**src/rtl/ekf_stage_seq_if.sv**
```systemverilog
// Stage-request and nonlinear-unit handshake bundle for ekf_stage_seq.
// master = EKF controller plus nonlinear unit side; slave = the sequencer.
interface ekf_stage_seq_if #(
  parameter int NUM_STAGE = 3
);
  logic [NUM_STAGE-1:0] stage_val;
  logic [NUM_STAGE-1:0] stage_rdy;
  logic [NUM_STAGE-1:0] nonlinear_s_val;
  logic [NUM_STAGE-1:0] nonlinear_m_rdy;
  logic [NUM_STAGE-1:0] nonlinear_s_rdy;
  logic [NUM_STAGE-1:0] nonlinear_m_val;

  modport master (
    output stage_val, nonlinear_s_val, nonlinear_s_rdy,
    input  stage_rdy, nonlinear_m_rdy, nonlinear_m_val
  );

  modport slave (
    input  stage_val, nonlinear_s_val, nonlinear_s_rdy,
    output stage_rdy, nonlinear_m_rdy, nonlinear_m_val
  );
endinterface

```
**src/rtl/ekf_stage_seq.sv**
```systemverilog
// EKF-SLAM stage sequencer: PRE -> NL_RX -> NL_TX -> POST(2N+3) -> DONE per one-hot stage.
// Optional NL-handshake watchdog enabled by defining EKF_STAGE_SEQ_TIMEOUT_EN.
module ekf_stage_seq #(
  parameter int NUM_STAGE   = 3,
  parameter int ROW_LEN     = 10,
  parameter int CNT_DW      = 16,
  parameter int PRE_CYC     = 4,
  parameter int LK_STAGE    = 2,
  parameter int TIMEOUT_CYC = 64
) (
  input  logic                 clk,
  input  logic                 sys_rst,
  ekf_stage_seq_if.slave       bus,
  input  logic [ROW_LEN-1:0]   landmark_num,
  input  logic [ROW_LEN-1:0]   l_k,
  output logic [NUM_STAGE-1:0] cur_stage,
  output logic [2:0]           phase,
  output logic [CNT_DW-1:0]    seq_cnt,
  output logic                 done,
  output logic                 err
);

  typedef enum logic [2:0] {
    S_IDLE  = 3'd0,
    S_PRE   = 3'd1,
    S_NL_RX = 3'd2,
    S_NL_TX = 3'd3,
    S_POST  = 3'd4,
    S_DONE  = 3'd5
  } state_t;

  localparam logic [CNT_DW-1:0] PRE_LAST = CNT_DW'(PRE_CYC - 1);

  state_t               state_q, state_d;
  logic [NUM_STAGE-1:0] stage_q, stage_d;
  logic [CNT_DW-1:0]    cnt_q, cnt_d;
  logic                 err_q, err_d;
  logic [ROW_LEN-1:0]   lm_q, lk_q;
  logic                 capture;

  logic [NUM_STAGE-1:0] req_low;
  logic                 req_multi;
  logic [ROW_LEN-1:0]   post_n;
  logic [CNT_DW-1:0]    post_last;
  logic                 wd_hit;

  // Two's-complement trick isolates the lowest requested stage.
  assign req_low   = bus.stage_val & (~bus.stage_val + NUM_STAGE'(1));
  assign req_multi = (bus.stage_val & (bus.stage_val - NUM_STAGE'(1))) != '0;

  assign post_n    = stage_q[LK_STAGE] ? lk_q : lm_q;
  assign post_last = (CNT_DW'(post_n) << 1) + CNT_DW'(2);

`ifdef EKF_STAGE_SEQ_TIMEOUT_EN
  localparam int WD_W = $clog2(TIMEOUT_CYC + 1);
  logic [WD_W-1:0] wd_q;

  // Counts NL_RX + NL_TX cycles; cleared whenever outside the NL states.
  always_ff @(posedge clk or negedge sys_rst) begin
    if (!sys_rst) begin
      wd_q <= '0;
    end else if (state_q == S_NL_RX || state_q == S_NL_TX) begin
      wd_q <= wd_q + WD_W'(1);
    end else begin
      wd_q <= '0;
    end
  end

  assign wd_hit = (wd_q == WD_W'(TIMEOUT_CYC - 1));
`else
  // Watchdog compiled out; constant-false still references the parameter.
  assign wd_hit = (TIMEOUT_CYC < 0);
`endif

  // NOTE: every variable gets a default first so no path can infer a latch.
  always_comb begin
    state_d = state_q;
    stage_d = stage_q;
    cnt_d   = '0;
    err_d   = err_q;
    capture = 1'b0;
    unique case (state_q)
      S_IDLE: begin
        if (bus.stage_val != '0) begin
          state_d = S_PRE;
          stage_d = req_low;
          capture = 1'b1;
          if (req_multi) err_d = 1'b1;
        end
      end
      S_PRE: begin
        if (cnt_q == PRE_LAST) state_d = S_NL_RX;
        else                   cnt_d   = cnt_q + CNT_DW'(1);
      end
      S_NL_RX: begin
        if ((bus.nonlinear_s_val & stage_q) != '0) begin
          state_d = S_NL_TX;
        end else if (wd_hit) begin
          state_d = S_IDLE;
          stage_d = '0;
          err_d   = 1'b1;
        end
      end
      S_NL_TX: begin
        if ((bus.nonlinear_s_rdy & stage_q) != '0) begin
          state_d = S_POST;
        end else if (wd_hit) begin
          state_d = S_IDLE;
          stage_d = '0;
          err_d   = 1'b1;
        end
      end
      S_POST: begin
        if (cnt_q == post_last) state_d = S_DONE;
        else                    cnt_d   = cnt_q + CNT_DW'(1);
      end
      S_DONE: begin
        state_d = S_IDLE;
        stage_d = '0;
      end
      default: begin
        state_d = S_IDLE;
        stage_d = '0;
      end
    endcase
  end

  // NOTE: sequential state uses non-blocking assignments so all flops update together.
  always_ff @(posedge clk or negedge sys_rst) begin
    if (!sys_rst) begin
      state_q <= S_IDLE;
      stage_q <= '0;
      cnt_q   <= '0;
      err_q   <= 1'b0;
      lm_q    <= '0;
      lk_q    <= '0;
    end else begin
      state_q <= state_d;
      stage_q <= stage_d;
      cnt_q   <= cnt_d;
      err_q   <= err_d;
      if (capture) begin
        lm_q <= landmark_num;
        lk_q <= l_k;
      end
    end
  end

  assign bus.stage_rdy       = (state_q == S_IDLE)  ? '1 : '0;
  assign bus.nonlinear_m_rdy = (state_q == S_NL_RX) ? stage_q : '0;
  assign bus.nonlinear_m_val = (state_q == S_NL_TX) ? stage_q : '0;
  assign cur_stage           = stage_q;
  assign phase               = state_q;
  assign seq_cnt             = cnt_q;
  assign done                = (state_q == S_DONE);
  assign err                 = err_q;

endmodule
```
**src/flat_wrapper.sv**
```systemverilog
// flat-port wrapper written by rule: the top's interface ports become plain ports
module ekf_stage_seq_flat 
#(
  parameter int NUM_STAGE   = 3,
  parameter int ROW_LEN     = 10,
  parameter int CNT_DW      = 16,
  parameter int PRE_CYC     = 4,
  parameter int LK_STAGE    = 2,
  parameter int TIMEOUT_CYC = 64
)
  (clk, sys_rst, landmark_num, l_k, cur_stage, phase, seq_cnt, done, err, bus_stage_val, bus_nonlinear_s_val, bus_nonlinear_s_rdy, bus_stage_rdy, bus_nonlinear_m_rdy, bus_nonlinear_m_val);
  ekf_stage_seq_if #(.NUM_STAGE(NUM_STAGE)) bus_i ();
  input  logic clk;
  input  logic sys_rst;
  input  logic [ROW_LEN-1:0] landmark_num;
  input  logic [ROW_LEN-1:0] l_k;
  output logic [NUM_STAGE-1:0] cur_stage;
  output logic [2:0] phase;
  output logic [CNT_DW-1:0] seq_cnt;
  output logic done;
  output logic err;
  input wire logic [$bits(bus_i.stage_val)-1:0] bus_stage_val;
  input wire logic [$bits(bus_i.nonlinear_s_val)-1:0] bus_nonlinear_s_val;
  input wire logic [$bits(bus_i.nonlinear_s_rdy)-1:0] bus_nonlinear_s_rdy;
  output wire logic [$bits(bus_i.stage_rdy)-1:0] bus_stage_rdy;
  output wire logic [$bits(bus_i.nonlinear_m_rdy)-1:0] bus_nonlinear_m_rdy;
  output wire logic [$bits(bus_i.nonlinear_m_val)-1:0] bus_nonlinear_m_val;
  assign bus_i.stage_val = bus_stage_val;
  assign bus_i.nonlinear_s_val = bus_nonlinear_s_val;
  assign bus_i.nonlinear_s_rdy = bus_nonlinear_s_rdy;
  assign bus_stage_rdy = bus_i.stage_rdy;
  assign bus_nonlinear_m_rdy = bus_i.nonlinear_m_rdy;
  assign bus_nonlinear_m_val = bus_i.nonlinear_m_val;
  ekf_stage_seq #(.NUM_STAGE(NUM_STAGE), .ROW_LEN(ROW_LEN), .CNT_DW(CNT_DW), .PRE_CYC(PRE_CYC), .LK_STAGE(LK_STAGE), .TIMEOUT_CYC(TIMEOUT_CYC)) u_core (.clk(clk), .sys_rst(sys_rst), .bus(bus_i), .landmark_num(landmark_num), .l_k(l_k), .cur_stage(cur_stage), .phase(phase), .seq_cnt(seq_cnt), .done(done), .err(err));
endmodule
```
**config.mk**
```make
export PLATFORM = sky130hd
export DESIGN_NAME = ekf_stage_seq_flat
export DESIGN_NICKNAME = d
export VERILOG_FILES = /design/src/rtl/ekf_stage_seq_if.sv /design/src/rtl/ekf_stage_seq.sv /design/src/flat_wrapper.sv
export SDC_FILE = /design/constraint.sdc
export NUM_CORES = 1
export LEC_CHECK = 0
export CORE_MARGIN = 4
export CORE_UTILIZATION = 57
export DETAILED_ROUTE_END_ITERATION = 10
export DONT_BUFFER_PORTS = 1
export PLACE_DENSITY = 0.82
export SYNTH_ARGS = -nofsm -noshare
export SYNTH_HDL_FRONTEND = slang
export SYNTH_SLANG_ARGS = --single-unit
```
**constraint.sdc**
```tcl
create_clock -name clk -period 2.9 [get_ports clk]
set_input_delay 0 -clock clk [delete_from_list [all_inputs] [get_ports clk]]
set_output_delay 0 -clock clk [all_outputs]
set_load 0.01 [all_outputs]
```
After elaboration in Yosys (flattened, before gate mapping) --
Cells that the tools add are included.
Word-level totals: ROM bits 0, output and inout port bits 33, memories 0, word-level logic and storage cells 54, bits in latches 0, bits of input ports 31, bits in writable memories 0, register bits 43
Cells by class: bitwise gates (word level) 6, $lt $le $gt $ge 0, div/mod/pow operators 0, shift operators 0, eq/ne operators 12, multipliers 0, mux-type cells 17, reductions and logical operators 9, $add $sub $neg 4
Operators by type and width (number):
- $mux 16 | 2
- $pmux 16 s2 | 1
- $mux 3 | 9
- $add 16x1->16 const B | 1
- $eq 16x16->1 | 1
- $eq 16x2->1 const B | 1
- $pmux 3 s5 | 1
- $add 11x2->12 const B | 1
- $and 3x3->3 | 4
- $reduce_bool 3->1 | 4
- $mux 10 | 1
- $ne 2x1->1 const B | 5
- $eq 3x2->1 const B | 2
- $eq 3x3->1 const B | 2
- $pmux 3 s2 | 1
- $reduce_and 5->1 | 1
- $reduce_or 4->1 | 1
- $add 3x1->3 const B | 1
- $eq 3x1->1 const B | 1
- $logic_not 3->1 | 1
- $not 3->3 | 1
- $reduce_and 3->1 | 1
- $sub 3x1->3 const B | 1
- $mux 1 | 2
- 2 further kinds | 2

Depth between registers and ports, before layout --
Gate-level depths: netlist of run 1.
depth in word-level cells 5, depth in mapped cells 12, mapped depth without buffers 10

Least setup slack after synthesis of run 1 --
No wires, ideal clock.
path type register to register, start register u_core.stage_q[2] (netlist: u_core.cur_stage[2]), end register u_core.cnt_q[10] (netlist: u_core.seq_cnt[10]), path slack 36 ps, stages on the path, launching flop included 13, arrival 2717 ps, library setup time 148 ps, clock period less this slack 2864 ps, path through dfrtp_1 -> buf_6 -> buf_4 -> buf_2 -> mux2_2 -> ha_1 -> nand4b_1 -> nand2_1 -> nand3_1 -> xnor2_1 -> or4_4 -> nor3_4 -> nor4_1
Between the ends: word-level cells in the longest chain between the ends 5
Ends and longest elaborated chain:
- start, declared | RTL line ekf_stage_seq.sv:35 | logic [NUM_STAGE-1:0] stage_q, stage_d;
- start signal, assigned | RTL line ekf_stage_seq.sv:139 | stage_q <= stage_d;
- $mux 10 | RTL line ekf_stage_seq.sv:51 | assign post_n = stage_q[LK_STAGE] ? lk_q : lm_q;
- $add 11x2->12 | RTL line ekf_stage_seq.sv:52 | assign post_last = (CNT_DW'(post_n) << 1) + CNT_DW'(2);
- $eq 16x16->1 | RTL line ekf_stage_seq.sv:114 | if (cnt_q == post_last) state_d = S_DONE;
- $mux 16 | RTL line ekf_stage_seq.sv:114
- $pmux 16 s2 | RTL line ekf_stage_seq.sv:82 | unique case (state_q)
- net u_core.cnt_d[10] | RTL line ekf_stage_seq.sv:36 | logic [CNT_DW-1:0] cnt_q, cnt_d;
- end signal, assigned | RTL line ekf_stage_seq.sv:140 | cnt_q <= cnt_d;
- end, declared | RTL line ekf_stage_seq.sv:36
The timed path passes the listed nets, and every way through them passes these cells. A chain may end at the register's enable or synchronous reset.

Worst setup path in the final report of run 1 --
start register u_core.stage_q[2] (netlist: u_core.cur_stage[2]), end register u_core.cnt_q[9] (netlist: u_core.seq_cnt[9])
The elaborated chain is that of the path after synthesis.

==> flow_metrics.env, run 1 <==
export IMPL_synth_area_leaders="dfrtp_1, mux2_2, xor2_1"
export IMPL_synth_most_common_cell="dfrtp_1"
export IMPL_stdcell_count=344
export IMPL_tightest_slew_ns=0.622
export IMPL_cts_tree="yes"
export IMPL_synthArstFlopShare=1.00
export IMPL_crit_path_start_kind="register"
export IMPL_clock_skew_ns=0.00248
export IMPL_rsz0062_at_grt="false"
export IMPL_dieArea_um2=5650
export IMPL_grt_pass1_wl_um=9940
export IMPL_grt_pass1_vias=2136
export IMPL_dp_cells=307
export IMPL_path_class="reg -> reg"
export IMPL_min_path_cells=3
export IMPL_maxSlewViolCount=0
export IMPL_syn_inst=262
export IMPL_synthesis_area_um2=2570
export IMPL_hpwlAfterDp_um=4130
export IMPL_portBuffers=0
export IMPL_first_pass_iters=4
export IMPL_drive_above_1_share=0.131
export IMPL_fin_util=0.688
export IMPL_synth_top_cell_by_area="dfrtp_1"
export IMPL_avgSynthCellArea_um2=9.82
export IMPL_core_area_um2=4350
export IMPL_cts_buffer_depth=2
export IMPL_synth_edf_count=0
export IMPL_fin_nets=323
export IMPL_ios=64
export IMPL_die_w_um=75.2
export IMPL_vias=2177
export IMPL_required_ns=3.06
export IMPL_grt_max_degree=44
export IMPL_gr_usage_all_layers=0.228
export IMPL_r2r_end="u_core.seq_cnt[9]"
export IMPL_cts_buffers=5
export IMPL_cts_max_level=2
export IMPL_leakage_nw=1.23
export IMPL_syn_nets=295
export IMPL_final_hold_viol_count=0
export IMPL_synthFlopType="dfrtp_1"
export IMPL_r2r_start="u_core.cur_stage[2]"
export IMPL_netlist_area_leader_share=0.418
export IMPL_setup_viol=0
export IMPL_synth_cell_types=47
export IMPL_ctsResizeCount=0
export IMPL_drtIter0Drc=141
export IMPL_synth_warnings=0
export IMPL_cts_sinks=43
export IMPL_globalRoute_totalOverflow=0
export IMPL_holdPathEnd="u_core.cur_stage[1]"
export IMPL_ys_seq_area_frac=0.418
export IMPL_final_antenna_net_count=0
export IMPL_maxCapViolCount=0
export IMPL_tns_ns=0
export IMPL_fin_crit_sh=0.919
export IMPL_rrSetupSlack_ns=0.23
export IMPL_irDropWorstVdd_uv=595
export IMPL_end_kind="register"
export IMPL_period_minus_slack_ns=2.67
export IMPL_hold_start="bus_stage_val[2]"
export IMPL_antenna_found_initial=1
export IMPL_gp_congestion=0.846
export IMPL_worst_r2r_cell_count=10
export IMPL_power_mw=2.80
export IMPL_p_per_area_nw_per_um2=934
export IMPL_routed_wl_um=6100
export IMPL_clock_root_buffer="clkbuf_8"
export IMPL_arrival_ns=2.82
export IMPL_synth_seq_cells=43
export IMPL_area_growth_pct=16.4
export IMPL_std_cell_rows=24
export IMPL_slew_limit_headroom=0.586
export IMPL_die_height_um=75.2
export IMPL_drcViolationCount=0
export IMPL_vias_per_cell=6.33
export IMPL_synthTopCellsByCount="dfrtp_1, nand2_1, mux2_2, nand3_1, xor2_1"
export IMPL_wl_per_cell_um=17.7
export IMPL_clkLatencyLatePin_ns=0.29
export IMPL_cp_max_fo=10
export IMPL_hp_class="in -> reg"
export IMPL_initial_core_util=0.591
export IMPL_fmax_mhz=375
export IMPL_cts_clk_slew_worst_paths_ns=0.08
export IMPL_status="completed"
==> layout by cell type, fill, tap and decap left out, types with 3 or more instances in the layout <==
cell type,synthesis,layout
nand2_1,21,21
a21o_1,3,3
xor2_1,16,16
mux2i_1,9,9
nor3_1,8,8
nor4_1,12,12
dfrtp_1,43,43
mux2_2,20,20
a21oi_1,8,8
dlygate4sd3_1,0,27
nand2b_1,3,3
and3_1,8,8
o21ai_0,8,8
clkbuf_8,0,5
xnor2_1,12,12
inv_1,6,6
nand4_1,6,6
nand3_1,17,17
nor2_1,12,12
buf_4,3,8
==> what timing repair did <==
item	4_1_cts	5_1_grt
hold endpoints to repair	68	0
hold buffers	28	0
setup buffers	0	0
==> state kept, by name, indices dropped and copies added, names as in the netlist <==
signal,count
u_core.err,1
u_core.cur_stage,3
u_core.phase,3
u_core.seq_cnt,16
u_core.lm_q,10
u_core.lk_q,10
==> worst max-delay path: stages, from the launching register on <==
cell      delay [ns]
dfrtp_1         0.44
nand2_1         0.11
o21ai_1         0.15
ha_1            0.24
nand4b_1        0.16
nand2_1         0.16
nand3_1         0.11
xnor2_1         0.14
or4_4           0.54
nor3_4          0.34
nor4_1          0.13
==> final cells by class <==
cell class                 count  area, um^2
tap                           52        65.1
antenna                        1        2.50
multi-input combinational    197        1390
timing repair buffer          36         350
sequential                    43        1080
fill                         300        1360
inverter                       7        26.3
clock inverter                 1        5.00
clock buffer                   7        76.3
==> power breakdown <==
part / switching, mW / internal (mW) / total (mW)
Sequential: 0.232 / 0.793 / 1.03
Clock: 0.196 / 0.169 / 0.365
Combinational: 0.741 / 0.667 / 1.41
Total: 1.17 / 1.63 / 2.80
==> how the worst max path moves through the flow <==
stage / from / endpoint / slack [ns] / cells after the start
2_1_floorplan: u_core.cur_stage[2] / u_core.seq_cnt[10] / 0.04 / 12
3_3_place_gp: u_core.cur_stage[2] / u_core.seq_cnt[8] / 0.45 / 9
3_5_place_dp: u_core.cur_stage[2] / u_core.seq_cnt[10] / 0.35 / 9
4_1_cts: u_core.cur_stage[2] / u_core.seq_cnt[10] / 0.33 / 10
5_1_grt: u_core.cur_stage[2] / u_core.seq_cnt[9] / 0.04 / 10
6_report: u_core.cur_stage[2] / u_core.seq_cnt[9] / 0.23 / 10
==> stage by stage <==
| stage | setup WS, ns | hold slack, ns | area, um^2 |
|---|---|---|---|
| detailed placement | 0.350 | -0.295 | 2620 |
| floorplan | 0.0357 | -0.296 | 2570 |
| finish | 0.235 | 0.0186 | 3000 |
| global route | 0.0357 | 0.0283 | 3000 |
| global placement | 0.454 | -0.295 | 2620 |
| CTS | 0.326 | 0.0181 | 2990 |
==> layer usage <==
layer / routed length (um) / track usage
met5: 0 / 0
met1: 2540 / 0.284
met2: 3020 / 0.383
met3: 417 / 0.0587
met4: 119 / 0.0854
==> kinds of logic (layout without fill, tap and decap cells) <==
kind of cell             after synthesis  count (layout)  share of synthesized area
multiplexers                          30              30                      0.131
other                                  0               1                          0
XOR/XNOR                              28              28                     0.0953
flip-flops                            43              43                      0.418
buffers and inverters                 22              51                     0.0399
adder cells (fa/ha/maj)                3               3                     0.0136
AO/OA/AOI/OAI                         39              39                     0.0997
AND/OR/NAND/NOR                       97              97                      0.202
Note: power is estimated with default switching activity, not from simulation.
==> run 2: changes to the inputs <==
CORE_UTILIZATION = 60   (was 57)
PLACE_DENSITY = 0.83   (was 0.82)
clock period = 3 ns   (was 2.9 ns; I/O delays follow)
==> run 2 against run 1 <==
- register-to-register slack improved by 0.03 ns
- critical path depth down 2
- maximum frequency shrank 2.4%
- critical endpoint is now u_core.seq_cnt[7]
- largest power group unchanged
==> flow_metrics.env, run 2 (synthesis gave the netlist of run 1 again) <==
export IMPL_p_per_area_nw_per_um2=909
export IMPL_first_pass_iters=4
export IMPL_hpwlAfterDp_um=4040
export IMPL_tns_ns=0
export IMPL_portBuffers=0
export IMPL_grt_pass1_vias=2173
export IMPL_crit_path_start_kind="register"
export IMPL_clock_root_buffer="clkbuf_8"
export IMPL_max_stage_delay_ns=0.54
export IMPL_cts_clk_slew_worst_paths_ns=0.07
export IMPL_std_cell_rows=23
export IMPL_final_antenna_net_count=0
export IMPL_globalRoute_totalOverflow=0
export IMPL_clkLatencyLatePin_ns=0.29
export IMPL_initial_core_util=0.630
export IMPL_period_minus_slack_ns=2.73
export IMPL_pwr_share_comb=0.492
export IMPL_stdcell_count=340
export IMPL_dp_cells=304
export IMPL_drtIter0Drc=145
export IMPL_p_switching_mw=1.15
export IMPL_vias_per_cell=6.27
export IMPL_fin_util=0.731
export IMPL_antennaDiodeCount=0
export IMPL_pwr_share_clk=0.129
export IMPL_area_growth_pct=16.1
export IMPL_power_mw=2.71
export IMPL_clock_skew_ns=0.00569
export IMPL_cp_max_fo=10
export IMPL_gp_congestion=0.820
export IMPL_path_cells="buf_4 > nand4b_1 > a21oi_1 > nand3_1 > xnor2_1 > or4_4 > nor3_4 > nor4_1"
export IMPL_grt_max_degree=44
export IMPL_fin_nets=322
export IMPL_arrival_ns=2.89
export IMPL_hp_class="in -> reg"
export IMPL_cts_tree="yes"
export IMPL_drcViolationCount=0
export IMPL_cpMaxStageDelayCell="or4_4"
export IMPL_final_hold_viol_count=0
export IMPL_cts_sinks=43
export IMPL_gr_usage_all_layers=0.253
export IMPL_leakage_nw=1.22
export IMPL_rsz0062_at_grt="false"
export IMPL_die_height_um=73.5
export IMPL_mostFrequentLayoutCell="dfrtp_1"
export IMPL_fillers=284
export IMPL_ctsResizeCount=0
export IMPL_end_kind="register"
export IMPL_core_area_um2=4090
export IMPL_cts_buffer_depth=2
export IMPL_setup_viol=0
export IMPL_irDropWorstVdd_uv=594
export IMPL_maxSlewViolCount=0
export IMPL_maxCapViolCount=0
export IMPL_grt_pass1_wl_um=10600
export IMPL_status="completed"
export IMPL_slew_limit_headroom=0.570
export IMPL_pwr_share_seq=0.379
export IMPL_fin_ws_ns=0.269
export IMPL_required_ns=3.16
export IMPL_layout_common_cells="dfrtp_1, dlygate4sd3_1, nand2_1"
export IMPL_antenna_found_initial=0
export IMPL_path_class="reg -> reg"
export IMPL_routed_wl_um=6220
export IMPL_cellInternalPower_mw=1.57
export IMPL_fin_crit_sh=0.910
export IMPL_cts_max_level=2
export IMPL_fmax_mhz=366
export IMPL_cts_buffers=5
export IMPL_ios=64
export IMPL_switching_share=0.422
export IMPL_place_ws_ns=0.374
export IMPL_drive_above_1_share=0.131
export IMPL_die_w_um=73.5
export IMPL_dieArea_um2=5400
export IMPL_tightest_slew_ns=0.644
export IMPL_vias=2131
export IMPL_largest_register_ffs=16
export IMPL_wl_per_cell_um=18.3
==> run 2: path summary, 6_finish.rpt <==
path	slack [ns]	cells past startpoint	start	endpoint
worst min-delay path	0.01	3	bus_stage_val[0]	u_core.cur_stage[1]
min in group asynchronous	0.20	2	sys_rst	u_core.seq_cnt[3]
max in group asynchronous	2.58	2	sys_rst	u_core.cur_stage[2]
worst max-delay path	0.27	8	u_core.cur_stage[2]	u_core.seq_cnt[7]
worst min register to register	0.54	1	u_core.lm_q[6]	u_core.lm_q[6]
worst max register to register	0.27	8	u_core.cur_stage[2]	u_core.seq_cnt[7]
==> run 2: layout make-up <==
type	instances	area [um^2]	share of cell area
clock buffers	7	76.3	0.0256
repair buffers	35	343	0.115
multi-input cells	197	1400	0.468
clock inverters	1	5.00	0.00168
well taps	50	62.6	0.0210
flip-flops and latches	43	1080	0.360
inverters	7	26.3	0.00880
==> run 2: repair_timing <==
action,4_1_cts,5_1_grt
setup buffers,0,0
endpoints found under the hold margin,68,0
hold buffers,28,0
==> run 2: power by group through the flow <==
stage | combinational [mW] | sequential [mW] | clock [mW]
after floorplan | 1.08 | 0.937 | 0
after global placement | 1.21 | 1.02 | 0
after detailed placement | 1.24 | 1.03 | 0
after CTS | 1.31 | 1.02 | 0.355
after global routing | 1.47 | 1.06 | 0.382
final | 1.34 | 1.03 | 0.349
==> run 2: worst max-delay path: cells and delay by family (launching register included) <==
| family | cells | cell delay, ns |
|---|---|---|
| AOI/OAI and AO/OA | 1 | 0.42 |
| xor gates and xnor gates | 1 | 0.16 |
| buffers and inverters | 1 | 0.22 |
| and+or+nand+nor | 5 | 1.36 |
| DFF | 1 | 0.44 |
==> run 2: routing by layer <==
| layer | global-route usage | vias to the layer above | part of all wire |
|---|---|---|---|
| met5 | 0 | - | 0 |
| met4 | 0.0785 | 0 | 0.015 |
| met3 | 0.0643 | 10 | 0.076 |
| met2 | 0.410 | 96 | 0.49 |
| met1 | 0.332 | 1012 | 0.42 |
| li1 | - | 1013 | - |
==> run 2: stage by stage <==
step | cell area, um^2 | hold WS [ns]
after floorplan | 2570 | -0.296
after global placement | 2610 | -0.294
after detailed placement | 2610 | -0.294
after CTS | 2990 | 0.0103
after global routing | 2990 | 0.0352
final | 2990 | 0.0130
